$ cat src/rtl/msk_aes_inv_mc_serial.sv
// msk_aes_inv_mc_serial
//
// Masked AES InvMixColumns layer for the decryption datapath. A full masked
// state is captured, InvMixColumns is applied to each share independently
// (the layer is GF(2)-linear with no constant term, so shares never mix and
// no randomness is needed), and the result is handed out on a valid/ready
// handshake.
//
// Sharing: byte k (0..15) at [8*d*k +: 8*d]; bit j of share i at d*j+i
// within that byte. Column c = bytes 4c..4c+3, byte 4c is row 0.
//
// Ports:
//   clk        rising-edge clock
//   rst_n      asynchronous active-low reset
//   in_valid   input state valid
//   in_ready   unit can accept a state (IDLE only)
//   in_state   masked input state, 128*d bits
//   out_valid  result valid (DONE only)
//   out_ready  consumer accepts the result
//   out_state  masked InvMixColumns result, driven from the state buffer
//
// Build option INV_MC_PARALLEL_EN: when defined, all four columns are
// processed on the single BUSY cycle; otherwise one column per cycle.
//
// state | meaning
// ------+----------------------------------------------------------
// IDLE  | waiting for in_valid; in_ready=1
// BUSY  | applying InvMixColumns to the buffer (1 col/cycle serial)
// DONE  | result held on out_state with out_valid=1 until out_ready

module msk_aes_inv_mc_serial #(
   parameter int d = 2
) (
   input  logic             clk,
   input  logic             rst_n,
   input  logic             in_valid,
   output logic             in_ready,
   input  logic [128*d-1:0] in_state,
   output logic             out_valid,
   input  logic             out_ready,
   output logic [128*d-1:0] out_state
);

   localparam int CW = 32*d;

   typedef enum logic [1:0] {IDLE, BUSY, DONE} state_t;

   state_t             state;
   logic [128*d-1:0]   st_buf;
   logic [128*d-1:0]   buf_next;
`ifndef INV_MC_PARALLEL_EN
   logic [1:0]         col;
   logic [CW-1:0]      col_sel;
`endif

   function automatic logic [7:0] xt(input logic [7:0] x);
      return {x[6:0], 1'b0} ^ (x[7] ? 8'h1b : 8'h00);
   endfunction

   function automatic logic [7:0] m9(input logic [7:0] x);
      return xt(xt(xt(x))) ^ x;
   endfunction

   function automatic logic [7:0] m11(input logic [7:0] x);
      return xt(xt(xt(x))) ^ xt(x) ^ x;
   endfunction

   function automatic logic [7:0] m13(input logic [7:0] x);
      return xt(xt(xt(x))) ^ xt(xt(x)) ^ x;
   endfunction

   function automatic logic [7:0] m14(input logic [7:0] x);
      return xt(xt(xt(x))) ^ xt(xt(x)) ^ xt(x);
   endfunction

   // One masked column: each share is de-interleaved, transformed on its own
   // and re-interleaved, so share i of the result depends only on share i.
   function automatic logic [CW-1:0] inv_mc_col(input logic [CW-1:0] c);
      logic [7:0]    a [4];
      logic [7:0]    b [4];
      logic [CW-1:0] r;
      r = '0;
      for (int i = 0; i < d; i++) begin
         for (int k = 0; k < 4; k++)
            for (int j = 0; j < 8; j++)
               a[k][j] = c[8*d*k + d*j + i];
         b[0] = m14(a[0]) ^ m11(a[1]) ^ m13(a[2]) ^ m9(a[3]);
         b[1] = m9(a[0])  ^ m14(a[1]) ^ m11(a[2]) ^ m13(a[3]);
         b[2] = m13(a[0]) ^ m9(a[1])  ^ m14(a[2]) ^ m11(a[3]);
         b[3] = m11(a[0]) ^ m13(a[1]) ^ m9(a[2])  ^ m14(a[3]);
         for (int k = 0; k < 4; k++)
            for (int j = 0; j < 8; j++)
               r[8*d*k + d*j + i] = b[k][j];
      end
      return r;
   endfunction

`ifdef INV_MC_PARALLEL_EN
   always_comb begin
      buf_next = st_buf;
      for (int c = 0; c < 4; c++)
         buf_next[c*CW +: CW] = inv_mc_col(st_buf[c*CW +: CW]);
   end
`else
   // A single column instance, fed by a mux and written back in place.
   always_comb begin
      col_sel = '0;
      for (int c = 0; c < 4; c++)
         if (col == 2'(c))
            col_sel = st_buf[c*CW +: CW];
   end

   always_comb begin
      buf_next = st_buf;
      for (int c = 0; c < 4; c++)
         if (col == 2'(c))
            buf_next[c*CW +: CW] = inv_mc_col(col_sel);
   end
`endif

   always_ff @(posedge clk or negedge rst_n) begin
      if (!rst_n) begin
         state     <= IDLE;
         st_buf    <= '0;
         in_ready  <= 1'b1;
         out_valid <= 1'b0;
`ifndef INV_MC_PARALLEL_EN
         col       <= 2'd0;
`endif
      end else begin
         case (state)
            IDLE: begin
               if (in_valid && in_ready) begin
                  st_buf   <= in_state;
                  in_ready <= 1'b0;
                  state    <= BUSY;
`ifndef INV_MC_PARALLEL_EN
                  col      <= 2'd0;
`endif
               end
            end
            BUSY: begin
               st_buf <= buf_next;
`ifdef INV_MC_PARALLEL_EN
               state     <= DONE;
               out_valid <= 1'b1;
`else
               col <= col + 2'd1;
               if (col == 2'd3) begin
                  state     <= DONE;
                  out_valid <= 1'b1;
               end
`endif
            end
            DONE: begin
               if (out_ready) begin
                  state     <= IDLE;
                  out_valid <= 1'b0;
                  in_ready  <= 1'b1;
               end
            end
            default: begin
               state     <= IDLE;
               in_ready  <= 1'b1;
               out_valid <= 1'b0;
            end
         endcase
      end
   end

   assign out_state = st_buf;

endmodule

$ cat config.mk
export PLATFORM = sky130hd
export DESIGN_NAME = msk_aes_inv_mc_serial
export DESIGN_NICKNAME = d
export VERILOG_FILES = /design/src/rtl/msk_aes_inv_mc_serial.sv
export SDC_FILE = /design/constraint.sdc
export NUM_CORES = 1
export LEC_CHECK = 0
export CELL_PAD_IN_SITES_DETAIL_PLACEMENT = 2
export CELL_PAD_IN_SITES_GLOBAL_PLACEMENT = 2
export CORE_ASPECT_RATIO = 0.8
export CORE_MARGIN = 5
export CORE_UTILIZATION = 31
export DETAILED_ROUTE_END_ITERATION = 10
export GPL_TIMING_DRIVEN = 0
export PLACE_DENSITY_LB_ADDON = 0.15
export SLEW_MARGIN = 30
export SYNTH_ARGS = -nofsm -noshare
export SYNTH_HDL_FRONTEND = slang
export SYNTH_SLANG_ARGS = --single-unit
$ cat constraint.sdc
create_clock -name clk -period 5.4 [get_ports clk]
set_input_delay 1.62 -clock clk [delete_from_list [all_inputs] [get_ports clk]]
set_output_delay 1.62 -clock clk [all_outputs]
set_load 0.05 [all_outputs]
## Word-level counts from Yosys, hierarchy flattened

Index checks and enable logic that the tools add are counted.

| storage, ports and cells | value |
|---|---|
| register bits | 262 |
| bits of input ports | 260 |
| output and inout bits | 258 |
| logic and storage cells | 176 |

| cells by class | value |
|---|---|
| add/subtract/negate cells | 1 |
| eq/ne operators | 11 |
| muxes and demuxes | 46 |
| bitwise operators | 98 |
| reductions and logical operators | 12 |

Operators by type and width:

| cell | count |
|---|---|
| 8-bit bitwise XOR | 86 |
| 64-bit two-way mux | 8 |
| 256-bit case mux with 2 select lines | 1 |
| 256-bit two-way mux | 1 |
| 5-bit two-way mux | 24 |
| 8-bit by 5-bit bitwise XOR with 8-bit output | 10 |
| 3-bit AND reduction | 7 |
| 2-bit != test, second input constant | 6 |
| 2-bit two-way mux | 4 |
| 2-bit equality test, second input constant | 3 |
| 1-bit case mux with 3 select lines | 2 |
| 2-bit case mux with 3 select lines | 1 |
| 2-bit by 1-bit equality test with 1-bit output, second input constant | 2 |
| 2-bit logical NOT | 2 |
| 1-bit two-way mux | 4 |
| 2-bit case mux with 2 select lines | 1 |
| 2-bit by 1-bit adder with 2-bit output, second input constant | 1 |
| 1-bit inverter | 2 |
| 2-bit AND reduction | 1 |
| 2-bit nonzero test | 1 |
| 1-bit logical AND | 1 |

## Depth between registers and ports, before layout

Gate-level depths: netlist of the first run.

| logic depth | value |
|---|---|
| word-level depth | 18 |
| depth in mapped cells | 15 |
| gate-level depth less buffers | 11 |

## Worst setup path after synthesis of the first run

OpenSTA, ideal clock, no wires.

| path | value |
|---|---|
| path kind | register to register |
| start | reg col[0] |
| end | reg st_buf[248], in the netlist out_state[248] |
| arrival time | 3213 ps |
| required time | 5318 ps |
| slack | 2106 ps |
| stages on the path, launching flop included | 15 |
| path buffers | 3 |
| clock period less this slack | 3294 ps |
| cell sequence | dfrtp_1 inv_1 ha_1 buf_4 or2_1 buf_6 buf_6 a221oi_2 o211ai_1 nand2_1 xnor3_1 xor2_2 xnor3_1 nand2b_1 a31oi_1 |

| between the ends | value |
|---|---|
| longest elaborated chain between the ends | 16 |

Ends and longest elaborated chain:

| item | RTL line | source |
|---|---|---|
| start, declared | 52 | `logic [1:0] col;` |
| start signal, assigned | 148 | `col <= col + 2'd1;` |
| 2-bit logical NOT | 109 | `if (col == 2'(c))` |
| 64-bit two-way mux (4 in a row) | 109 |  |
| 8-bit by 5-bit bitwise XOR with 8-bit output / 8-bit bitwise XOR (equally long branches) | 57 | `return {x[6:0], 1'b0} ^ (x[7] ? 8'h1b : 8'h00);` |
| 5-bit two-way mux / 8-bit bitwise XOR (equally long branches) | 57 |  |
| 8-bit bitwise XOR / 5-bit two-way mux (equally long branches) | 57 |  |
| 8-bit by 5-bit bitwise XOR with 8-bit output / 8-bit bitwise XOR (equally long branches) | 57 |  |
| 8-bit bitwise XOR, on equally long branches (2 in a row) | 65, 69 |  |
| 8-bit bitwise XOR (3 in a row) | 90 | `b[3] = m11(a[0]) ^ m13(a[1]) ^ m9(a[2]) ^ m14(a[3]);` |
| 64-bit two-way mux | 116 | `if (col == 2'(c))` |
| 256-bit case mux with 2 select lines | 131 | `case (state)` |
| end signal, assigned | 134 | `st_buf <= in_state;` |
| end signal, assigned | 143 | `st_buf <= buf_next;` |
| end, declared | 49 | `logic [128*d-1:0] st_buf;` |

Parallel ways exist; a longest one is shown, timed or not. The select of a mux whose other input is x is not followed.
A chain may end at the register's enable or synchronous reset.

## Worst setup path in the final report of the first run

| path | value |
|---|---|
| start | reg col[0] |
| end | reg st_buf[46], in the netlist out_state[46] |

| between the ends | value |
|---|---|
| longest elaborated chain between the ends | 15 |

Ends and longest elaborated chain:

| item | RTL line | source |
|---|---|---|
| 2-bit logical NOT | 109, 116 |  |
| 64-bit two-way mux (4 in a row) | 109 |  |
| 8-bit by 5-bit bitwise XOR with 8-bit output | 57 |  |
| 8-bit bitwise XOR | 57 |  |
| 8-bit by 5-bit bitwise XOR with 8-bit output | 57 |  |
| 8-bit bitwise XOR (2 in a row) | 69 | `return xt(xt(xt(x))) ^ xt(xt(x)) ^ x;` |
| 8-bit bitwise XOR (3 in a row) | 89 | `b[2] = m13(a[0]) ^ m9(a[1]) ^ m14(a[2]) ^ m11(a[3]);` |
| 64-bit two-way mux | 116 |  |
| 256-bit case mux with 2 select lines | 131 |  |

Parallel ways exist; a longest one is shown, timed or not. The select of a mux whose other input is x is not followed.

==> results of run 1 <==
-- layer usage --
metal	wire [µm]	part of all wire
met1	52600	0.41
met2	59600	0.46
met3	10900	0.084
met4	6390	0.049
met5	34	0.00026
-- how the worst max path moves through the flow --
| stage | start | to | slack, ns | cells after the start |
|---|---|---|---|---|
| 2_1_floorplan | col[0]$_DFFE_PN0P_ | out_state[248]$_DFFE_PN0P_ | 2.11 | 14 |
| 3_3_place_gp | rst_n | out_state[142]$_DFFE_PN0P_ | -9.65 | 1 |
| 3_5_place_dp | col[0]$_DFFE_PN0P_ | out_state[167]$_DFFE_PN0P_ | 0.55 | 15 |
| 4_1_cts | col[0]$_DFFE_PN0P_ | out_state[167]$_DFFE_PN0P_ | 0.50 | 15 |
| 5_1_grt | col[0]$_DFFE_PN0P_ | out_state[167]$_DFFE_PN0P_ | 0.26 | 15 |
| 6_report | col[0]$_DFFE_PN0P_ | out_state[46]$_DFFE_PN0P_ | 0.26 | 14 |
-- layout by cell type, fill, tap and decap left out, types with 11 or more instances in the layout --
cell type and count:
sky130_fd_sc_hd__buf_2 28, sky130_fd_sc_hd__nand2_1 235, sky130_fd_sc_hd__nor2_1 230, sky130_fd_sc_hd__o21ai_0 69
sky130_fd_sc_hd__a22oi_1 26, sky130_fd_sc_hd__xnor2_2 17, sky130_fd_sc_hd__clkbuf_2 29, sky130_fd_sc_hd__dfrtp_1 261
sky130_fd_sc_hd__inv_1 20, sky130_fd_sc_hd__a21oi_1 281, sky130_fd_sc_hd__buf_4 13, sky130_fd_sc_hd__xor2_1 52
sky130_fd_sc_hd__clkdlybuf4s50_1 516, sky130_fd_sc_hd__clkinv_2 11, sky130_fd_sc_hd__o22ai_1 42, sky130_fd_sc_hd__xnor2_1 193
sky130_fd_sc_hd__xnor3_1 62, sky130_fd_sc_hd__buf_6 14, sky130_fd_sc_hd__a21oi_2 20, sky130_fd_sc_hd__a31oi_1 85
sky130_fd_sc_hd__clkbuf_1 69, sky130_fd_sc_hd__a22oi_2 11, sky130_fd_sc_hd__clkbuf_16 31, sky130_fd_sc_hd__o21ai_1 44
sky130_fd_sc_hd__o211ai_1 11, sky130_fd_sc_hd__nand3b_1 36
-- logic make-up (layout without fill, tap and decap cells) --
family,after synthesis,after routing,synth area share
AND/OR/NAND/NOR,554,554,0.131
adder cells (fa/ha/maj),4,4,0.00277
AO/OA/AOI/OAI,654,654,0.225
buffers and inverters,171,752,0.0459
flip-flops,262,262,0.363
XOR/XNOR,340,340,0.231
other,0,4,0
multiplexers,1,1,0.000554
-- worst max-delay path, cell delays in order (launching register included) --
cell                      delay (ns)
sky130_fd_sc_hd__dfrtp_1        0.44
sky130_fd_sc_hd__ha_1           0.22
sky130_fd_sc_hd__buf_4          0.20
sky130_fd_sc_hd__inv_2          0.09
sky130_fd_sc_hd__buf_4          0.28
sky130_fd_sc_hd__buf_6          0.32
sky130_fd_sc_hd__buf_2          0.58
sky130_fd_sc_hd__o22ai_1        0.29
sky130_fd_sc_hd__a21oi_2        0.44
sky130_fd_sc_hd__xnor2_2        0.19
sky130_fd_sc_hd__xor2_1         0.65
sky130_fd_sc_hd__xnor2_1        0.19
sky130_fd_sc_hd__xnor2_1        0.58
sky130_fd_sc_hd__nor2_1         0.22
sky130_fd_sc_hd__o31ai_1        0.29
-- state kept, by name, indices dropped and copies added (netlist names) --
register   count
out_state    256
col            2
state          2
in_ready       1
out_valid      1
-- area by class of cell --
type / instances / area (µm²)
fill: 6290 / 32500
multi-input combinational: 1553 / 10700
sequential: 262 / 6560
timing repair buffer: 523 / 5320
tap: 769 / 962
clock buffer: 40 / 860
buffer: 150 / 788
clock inverter: 18 / 200
inverter: 21 / 78.8
antenna: 4 / 10.0
-- metrics by stage --
stage | utilization | setup WS, ns | cells | setup TNS (ns) | hold WS (ns)
2_1_floorplan | - | 2.11 | 1986 | 0 | 0.510
4_1_cts | 0.439 | 0.500 | 3334 | 0 | 0.532
5_1_grt | 0.439 | 0.256 | 3338 | 0 | 0.560
3_5_place_dp | 0.420 | 0.553 | 3276 | 0 | 0.517
6_report | 0.439 | 0.258 | 3340 | 0 | 0.534
3_3_place_gp | 0.418 | -9.65 | 3272 | -2510.87 | 0.503
==> flow_results.org, run 1 <==
** Timing
- Max-slew headroom at the worst pin :: 0.258
- The worst path in the final design needs a cycle of 5.14 ns, including I/O delays and setup.
- Setup repair after global routing missed its margin :: false
- The number of pins exceeding their max-slew limit in the final report is 0.
- Static timing analysis puts the maximum clock frequency at 194 MHz.
- In the finished design, the share of the clock period the worst path needs comes to 0.952.
- The final hold violation count is 0.
- For the pin with the worst max-slew slack, the measured transition is 1.11 ns.
- Worst Skew :: around 0.019 ns
- Setup violations remaining at the end of the flow were counted as 0.

** Logic synthesis
- Gate count after technology mapping :: between 1.5k and 2k
- Post-synthesis instance area :: around 18000 µm²
- The share of the Yosys chip area taken by registers is 0.363.
- Most frequently used cell type in the post-synthesis netlist :: sky130_fd_sc_hd__a21oi_1
- In this run the mean area of a mapped cell was roughly 9.1 µm².
- Top_reg_cell synth :: sky130_fd_sc_hd__dfrtp_1
- For this run, asynchronously set or reset flops after synthesis account for 1.00.
- Of the post-synthesis cell area, the dominant cell type holds 0.362.
- Ranked by total cell area, the synthesized netlist is headed by sky130_fd_sc_hd__dfrtp_1 36%, sky130_fd_sc_hd__xnor2_1 9.4%, sky130_fd_sc_hd__a21oi_1 7.8%.
- Counting every net in the synthesized netlist gives 2250.
- Synthesis inferred about 260 register bits.
- Synthesis warning total :: 0
- Count of flip-flops with a built-in enable after synthesis :: 0
- Largest area contributor in the synthesized netlist :: sky130_fd_sc_hd__dfrtp_1
- Distinct cell type count after synthesis :: 75
- Ranked by instance count, the synthesized netlist is headed by 282 x sky130_fd_sc_hd__a21oi_1, 261 x sky130_fd_sc_hd__dfrtp_1, 235 x sky130_fd_sc_hd__nand2_1.

** GRT
- In the global route stage, overall resource usage came out at 0.390.
- After global routing, the most crowded layer is met2.
- Global route overflow :: 0
- Met1 layer usage reported by global route :: 0.511
- For met3 alone, demand over resource in global routing was 0.0870.
- Initial antenna violation count :: 9
- The first global-routing pass estimated 173000 µm of wire.
- Entering global routing, the biggest net connects 76 pins.
- In the global route stage, met2 resource usage came out at 0.630.
- Number of global-route vias before repair :: approximately 21k

** CTS
- TritonCTS built the clock tree.
- Root Buffer :: sky130_fd_sc_hd__clkbuf_16
- TritonCTS created 31 clock buffers.
- Total setup buffers inserted after CTS :: 0
- CTS HTree Levels :: 1
- Clock slew at reported path FFs :: 0.07 ns
- Sink Count :: 262
- After clock tree synthesis, the flow added hold-fix buffers numbering 0.
- Post-CTS repair changed the size of 0 cells.
- Max clock buf depth :: 3
- At the later pin of the worst-skew pair, clock insertion delay measures slightly above 0.6 ns.

** Min path
- Min-Delay Endpoint :: out_state[133]$_DFFE_PN0P_
- Launch instance of the worst min-delay path :: out_state[133]$_DFFE_PN0P_
- Worst hold path cell count :: 2
- The worst hold path belongs to the class flop to flop.

** Die
- Die area :: ~63000 µm²
- Count of standard-cell rows :: slightly below 80
- For this design the top-level I/O count stands at 518.
- The initial utilization of the core area, before any placement, comes to 0.312.
- From bottom edge to top edge, the die measures 226 µm.
- From left edge to right edge, the die measures between 200 and 300 µm.
- Placeable core region :: 57900 µm²

** Route
- Vias after detailed routing :: roughly 20k
- Routed via count divided by cell count :: 6.04
- In the routed design, unresolved DRC markers number 0.
- Average wire per cell in the routed design :: roughly 39 µm
- In this run the remaining antenna-violating nets after routing total 0.
- The detailed router finished its first iteration with 2060 violations.
- After detailed routing, the total wire length is 130000 µm.
- Pre-Repair DR Iteration Count :: 8

** Critical path
- Counting cells, the worst reg-to-reg path comes to 14.
- The startpoint identified for the worst register-to-register timing path is col[0]$_DFFE_PN0P_.
- Endpoint of the worst-slack reg-to-reg timing path :: out_state[46]$_DFFE_PN0P_
- Largest fanout of any net on the critical path :: 10
- Critical Path AT :: around 5.7 ns
- The worst register-to-register path has a setup slack of 0.26 ns.
- Classification of the worst setup path :: flop to flop
- CP Capture Type :: flop
- STA classifies the critical path startpoint as a flop.
- Required time of the critical path :: 5.92 ns

** Status
- The flow ran to the end, and the final reports show no timing, DRC or antenna violations.

** Place
- The HPWL after detailed placement is 99100 µm.
- Instance area at placement :: 24400 µm²
- The congestion estimate from routability-driven global placement came to 0.989.
- Buffers placed on the I/O ports in this run total 517.

** Cells and area
- Layout Cell Area excl Fill :: 25500 µm²
- NumNets Final :: 2806
- In the final layout, the share of cells above drive strength 1 is 0.0947.
- The area growth from synthesis to layout is 40.9%.

** Flow run
- Max-cap violations in this run came to 0.
Power of run 1 is left out: the tool's default activity adds up to more than one toggle a clock period on the data nets, which glitch-free logic cannot reach.
==> run 2, diff against run 1 <==
--- a/config.mk
+++ b/config.mk
@@ -9,7 +9,7 @@
 export CELL_PAD_IN_SITES_GLOBAL_PLACEMENT = 2
 export CORE_ASPECT_RATIO = 0.8
 export CORE_MARGIN = 5
-export CORE_UTILIZATION = 31
+export CORE_UTILIZATION = 29
 export DETAILED_ROUTE_END_ITERATION = 10
 export GPL_TIMING_DRIVEN = 0
 export PLACE_DENSITY_LB_ADDON = 0.15
==> constraint.sdc (replaced) <==
create_clock -name clk -period 5.3 [get_ports clk]
set_input_delay 1.59 -clock clk [delete_from_list [all_inputs] [get_ports clk]]
set_output_delay 1.59 -clock clk [all_outputs]
set_load 0.05 [all_outputs]
==> run 2 against run 1 <==
Effect of this change:
- first-iteration DRC count is 2.7% lower
- non-clock buffer count is 3 higher
- register-to-register slack worse by 0.12 ns
- flip-flop and latch count stayed put
- fmax is 0.38% lower
- via count is 0.58% lower
- routed wire length is 3.2% higher
- clock skew is 0.013 ns higher
- sequential share of layout area is 0.091 points lower
- critical path type unchanged
==> flow_results.org, run 2 (synthesis results as in run 1) <==
** Critical path
- Largest fanout of any net on the critical path :: 10
- At the worst endpoint, the required time is 5.76 ns.
- Tracing the worst setup path back leads to its startpoint at col[0]$_DFFE_PN0P_.
- The setup path with the least slack is of type flop to flop.
- Critical Path Start Type :: flop
- The worst register-to-register path begins at col[0]$_DFFE_PN0P_.
- Data on the critical path arrives at its endpoint at 5.62 ns.
- CP Capture Type :: flop

** Cells and area
- The finished cells cover 25500 µm².
- The net count of the finished layout is 2812.
- Leaving out fill and tap cells, the most frequent cell in the layout is sky130_fd_sc_hd__clkdlybuf4s50_1.
- The multi-input combinational cells in the finished layout cover a total of 10700 µm².
- In the final layout, flip-flops and latches occupy 6560 µm².
- Number of flip-flops under the largest register name :: roughly 260
- Layout cell share with drive strength beyond 1 :: 0.0957
- In the layout the commonest cells are 516 x sky130_fd_sc_hd__clkdlybuf4s50_1, 281 x sky130_fd_sc_hd__a21oi_1, 261 x sky130_fd_sc_hd__dfrtp_1.
- Compared with the post-synthesis result, the final layout area differs by 41.4%.
- Number of fillers in the final layout :: ~6.7k
- Number of standard cells in the final layout excluding fillers :: 3403

** Die
- Vert. Die Dim :: 233 µm
- In this run the count of I/O pins placed on the die edge is 518.
- Row generation in the floorplan step produced between 80 and 90 rows.
- The initial utilization of the core area, before any placement, comes to 0.294.
- The die covers between 60000 and 70000 µm².
- Placeable core region :: 61400 µm²
- Die span in x :: 289 µm

** Timing
- Measured against its own limit, the worst slew margin works out to 0.227.
- The worst path needs around 5.2 ns of the cycle, external delays included.
- The number of pins exceeding their max-slew limit in the final report was 0.
- The final hold violation count was 0.
- Static timing analysis puts the maximum clock frequency at about 190 MHz.
- Setup repair after global routing left no endpoint under its margin.
- Setup TNS after final layout :: 0 ns
- Of the available clock period, the critical path in the final layout requires 0.974.
- Once routing completed, OpenROAD measured the worst setup slack at 0.138 ns.
- Setup violations remaining at the end of the flow were counted as 0.
- Worst Skew :: 0.0315 ns
- At the pin with the least slew margin, the transition time is 1.16 ns.

** Route
- Met1 WL :: 54500 µm
- In the routed design, unresolved DRC markers number 0.
- Met2 routed WL :: between 60000 and 70000 µm
- Post-route antenna net violation count :: 0
- Vias after detailed routing :: roughly 20k
- Summed over all layers, the routed wires come to between 100000 and 150000 µm.
- Pre-Repair DR Iteration Count :: 5
- Amount of wire on met3 after detailed routing :: between 10000 and 15000 µm
- After the first detailed-routing iteration, the DRC count stood at about 2.0k.
- Dividing the detail-routed via count by the number of cells gives between 5 and 6.
- In the final routed layout, each cell accounts on average for 39.3 µm.
- Top Layer Used :: met5

** GRT
- Entering global routing, the biggest net connects 78 pins.
- Total track usage :: 0.383
- Wire length of the first global-routing pass :: 178000 µm
- Initial antenna violation count :: 17
- Number of global-route vias before repair :: 21.4k
- Global routing finished with a remaining overflow of 0.

** CTS
- CTS tree :: yes
- The clock reaches the later pin of the worst-skew pair after around 0.57 ns.
- Gates resized during post-CTS repair numbered 0.
- Hold repair after CTS inserted 0 buffers.
- CTS HTree Levels :: 2
- Clock slew at reported path FFs :: about 0.060 ns
- Total setup buffers inserted after CTS :: 0
- Clock tree synthesis inserted a total of 34 buffers.
- No sink is reached through more buffers than the 3 on the longest clock path.
- Sink Count :: ~260
- Root Buffer :: sky130_fd_sc_hd__clkbuf_16

** Min path
- The worst hold path begins at in_ready$_DFFE_PN1P_.
- Worst min-delay path class :: flop to flop

** Place
- Instance area at placement :: 24500 µm²
- The wire-length estimate of the detail-placed layout is 102000 µm.
- Routability-driven placement finished with a final weighted congestion of 0.991.
- Pre-CTS setup slack :: around 0.33 ns
- Once placement completed, the tool counted placed cells totaling 3341.
- In this run the tool buffered the top-level ports with 517 buffer cells.

** Status
- Status :: complete, no violations

** Flow run
- Max-cap violations in this run came to 0.
## run 2: changes by cell type in the layout (fill, tap and decap cells not counted), moves of 2 or more
cell	previous run	this run
sky130_fd_sc_hd__bufinv_16	4	0
sky130_fd_sc_hd__buf_16	4	6
sky130_fd_sc_hd__clkbuf_8	7	4
sky130_fd_sc_hd__buf_4	13	15
sky130_fd_sc_hd__clkinv_2	11	6
sky130_fd_sc_hd__clkbuf_16	31	34
sky130_fd_sc_hd__clkbuf_2	29	35
## run 2: metrics by stage
step           utilization  hold slack [ns]
2_1_floorplan            -            0.510
4_1_cts              0.416            0.532
6_report             0.416            0.538
3_5_place_dp         0.399            0.519
5_1_grt              0.416            0.559
3_3_place_gp         0.395            0.504
## run 2: final timing paths
kind | to | slack, ns | cells after the start
max in group asynchronous | out_state[130]$_DFFE_PN0P_ | 3.59 | 2
setup / recovery | out_state[167]$_DFFE_PN0P_ | 0.14 | 15
min in group asynchronous | out_state[169]$_DFFE_PN0P_ | 0.91 | 1
hold reg to reg | in_ready$_DFFE_PN1P_ | 0.54 | 2
setup reg to reg | out_state[167]$_DFFE_PN0P_ | 0.14 | 15
hold / removal | in_ready$_DFFE_PN1P_ | 0.54 | 2
## run 2: critical path: stages (launching register included)
cell and delay, ns:
sky130_fd_sc_hd__dfrtp_1 0.43, sky130_fd_sc_hd__inv_1 0.11, sky130_fd_sc_hd__ha_1 0.15, sky130_fd_sc_hd__buf_2 0.25, sky130_fd_sc_hd__buf_4 0.31, sky130_fd_sc_hd__buf_2 0.56, sky130_fd_sc_hd__buf_2 0.62, sky130_fd_sc_hd__nand3b_1 0.18
sky130_fd_sc_hd__a22oi_1 0.21, sky130_fd_sc_hd__o211ai_1 0.13, sky130_fd_sc_hd__o221ai_2 0.30, sky130_fd_sc_hd__xor2_1 0.38, sky130_fd_sc_hd__xnor3_1 0.40, sky130_fd_sc_hd__xnor2_1 0.61, sky130_fd_sc_hd__nor2_1 0.21, sky130_fd_sc_hd__o22ai_1 0.18
## run 2: final cells by class
type	instances	area share
multi-input combinational	1553	0.418
inverter	21	0.00309
timing repair buffer	526	0.210
sequential	262	0.257
buffer	150	0.0312
tap	830	0.0407
clock inverter	10	0.00279
clock buffer	48	0.0369
antenna	3	0.000294
## run 2: layer usage
metal	GRT usage	vias up
met4	0.154	6
met1	0.496	10600
met3	0.0882	289
met5	0	-
li1	-	8042
met2	0.621	1100
Power of run 2 is left out for the same reason.
==> run 3, diff against run 2 <==
--- a/config.mk
+++ b/config.mk
@@ -8,7 +8,7 @@
 export CELL_PAD_IN_SITES_DETAIL_PLACEMENT = 2
 export CELL_PAD_IN_SITES_GLOBAL_PLACEMENT = 2
 export CORE_ASPECT_RATIO = 0.8
-export CORE_MARGIN = 5
+export CORE_MARGIN = 2
 export CORE_UTILIZATION = 29
 export DETAILED_ROUTE_END_ITERATION = 10
 export GPL_TIMING_DRIVEN = 0
==> run 3 against run 2 <==
Effect of this change:
- global-route usage up 1.5 points
- flip-flop and latch count unchanged
- first-iteration DRC count up 15%
- worst setup slack better by 0.036 ns
- via count up 1.2%
- final cell count down 0.12%
- sequential share of layout area about the same
- largest cell class unchanged
==> flow_results.org, run 3 (synthesis results as in run 1) <==
** Timing
- Setup repair after global routing left no endpoint under its margin.
- The smallest clock period supported by the final layout is computed as between 5 and 6 ns.
- Final Slew Violations :: 0
- The worst path meets setup with 0.174 ns of slack.
- At the pin with the least slew margin, the transition time is 1.12 ns.
- Worst Skew :: between 0.02 and 0.025 ns
- Tightest hold margin :: approximately 0.53 ns
- Setup violations remaining at the end of the flow were counted as 0.
- Dividing the final minimum period by the clock period gives 0.967.
- Max-slew headroom at the worst pin :: 0.255
- Hold Vio Cnt, Final :: 0
- Maximum operating frequency :: 195 MHz

** Status
- The flow ran to the end, and the final reports show no timing, DRC or antenna violations.

** Route
- For this run, design rule violations remaining after detail routing come to 0.
- After detailed routing, the total wire length is 132000 µm.
- Dividing the detail-routed via count by the number of cells gives 5.97.
- Vias after detailed routing :: between 20k and 25k
- Initial DRC count :: roughly 2.3k
- Average wire per cell in the routed design :: ~39 µm
- Before antenna repair, the detailed router went through 5 iterations.
- Post-route antenna net violation count :: 0

** GRT
- For this run, global-route usage on met1 was measured as 0.534.
- Total track usage :: 0.398
- Entering global routing, the biggest net connects 82 pins.
- For this run, global-route usage on met3 was measured as 0.0630.
- The first global-routing pass estimated between 150000 and 200000 µm of wire.
- In the global route stage, met2 resource usage came out at 0.646.
- The layer flagged by global routing as most heavily used is met2.
- Number of global-route vias before repair :: between 20k and 25k
- The initial antenna violation count is 9.
- Global route overflow :: 0

** Cells and area
- From synthesis to final layout, the design area changed by 41.3%.
- The final layout contains roughly 2.8k nets.
- In the final layout, the share of cells above drive strength 1 is 0.0940.
- Most common library cell in the layout ignoring fill and taps :: sky130_fd_sc_hd__clkdlybuf4s50_1
- Fill cells in the final layout number 6675.
- Measured on the finished design, the core utilization comes to 0.416.
- In the final layout, flip-flops and latches occupy 6560 µm².
- In the layout the commonest cells are 516 x sky130_fd_sc_hd__clkdlybuf4s50_1, 281 x sky130_fd_sc_hd__a21oi_1, 261 x sky130_fd_sc_hd__dfrtp_1.
- Footprint of the multi-input gates :: between 10000 and 15000 µm²
- Layout Cell Area excl Fill :: 25500 µm²
- Number of flip-flops under the largest register name :: 256

** CTS
- Resized cells post-CTS :: 0
- Hold_buf cts :: 0
- Counting the buffers created by CTS gives 31.
- Latest clock arrival within the worst-skew pair :: roughly 0.63 ns
- TritonCTS built the clock tree.
- Sink Count :: 262
- Root Buffer :: sky130_fd_sc_hd__clkbuf_16
- CTS built an H-tree with a depth of 1.
- After clock tree synthesis, the clock-pin slew on the worst setup and hold paths is 0.06 ns.
- Post-CTS timing repair inserted 0 buffers for setup.
- Max clock buf depth :: 3

** Critical path
- The setup path with the least slack is of type flop to flop.
- In this run the worst path has a maximum fanout of 10.
- CP Capture Type :: flop
- STA puts the critical path data required time at roughly 5.8 ns.
- STA classifies the critical path startpoint as a flop.
- Data arrives at the worst endpoint at 5.65 ns.

** Die
- The region available for standard cell placement spans 61300 µm².
- Die area :: 64300 µm²
- The initial utilization of the core area, before any placement, comes to 0.295.
- Count of standard-cell rows :: 81
- The die is 227 µm tall.
- The die is between 200 and 300 µm wide.
- ~520 I/O pins were placed.

** Place
- Timing analysis after detailed placement gives a worst setup slack of 0.342 ns.
- Count of input and output buffers :: 517
- RD Place Congestion :: 0.959
- Estimated wirelength of the detail-placed design :: around 100000 µm
- After detailed placement, the total cell area comes to 24400 µm².

** Min path
- Worst min-delay path class :: flop to flop

** Flow run
- Max-cap check violation count :: 0
-- run 3: final cells by class --
cell class	count	share of cell area
clock buffer	47	0.0359
tap	830	0.0407
clock inverter	9	0.00593
inverter	21	0.00309
sequential	262	0.257
antenna	6	0.000588
timing repair buffer	521	0.207
multi-input combinational	1553	0.418
buffer	150	0.0312
-- run 3: per-stage QoR --
stage          instances  TNS (ns)
4_1_cts             3393         0
5_1_grt             3395         0
6_report            3399         0
2_1_floorplan       1986         0
3_3_place_gp        3333  -2530.50
3_5_place_dp        3337         0
-- run 3: layer usage --
layer  vias to the layer above  wire length [µm]
li1                       8038                 -
met5                         -                 0
met3                       254             10000
met4                         0              5680
met1                     10800             55400
met2                      1162             60800
-- run 3: worst max-delay path: stages (launching register included) --
cell and delay [ns]:
sky130_fd_sc_hd__dfrtp_1 0.44, sky130_fd_sc_hd__inv_1 0.11, sky130_fd_sc_hd__ha_1 0.14, sky130_fd_sc_hd__buf_2 0.27, sky130_fd_sc_hd__buf_4 0.33, sky130_fd_sc_hd__buf_2 0.60, sky130_fd_sc_hd__buf_2 0.61, sky130_fd_sc_hd__nand3b_1 0.19
sky130_fd_sc_hd__a22oi_1 0.20, sky130_fd_sc_hd__o211ai_1 0.12, sky130_fd_sc_hd__o221ai_2 0.26, sky130_fd_sc_hd__xor2_1 0.36, sky130_fd_sc_hd__xnor3_1 0.39, sky130_fd_sc_hd__xnor2_1 0.61, sky130_fd_sc_hd__nor2_1 0.20, sky130_fd_sc_hd__o22ai_1 0.17
-- run 3: path summary, 6_finish.rpt --
check / to / start / depth (start not counted) / slack [ns]
max: out_state[167]$_DFFE_PN0P_ / col[0]$_DFFE_PN0P_ / 15 / 0.17
min: out_state[133]$_DFFE_PN0P_ / out_state[133]$_DFFE_PN0P_ / 2 / 0.53
max reg2reg: out_state[167]$_DFFE_PN0P_ / col[0]$_DFFE_PN0P_ / 15 / 0.17
min reg2reg: out_state[133]$_DFFE_PN0P_ / out_state[133]$_DFFE_PN0P_ / 2 / 0.53
max in group asynchronous: out_state[12]$_DFFE_PN0P_ / rst_n / 3 / 3.27
min in group asynchronous: out_state[25]$_DFFE_PN0P_ / rst_n / 1 / 0.89
Power of run 3 is left out for the same reason.
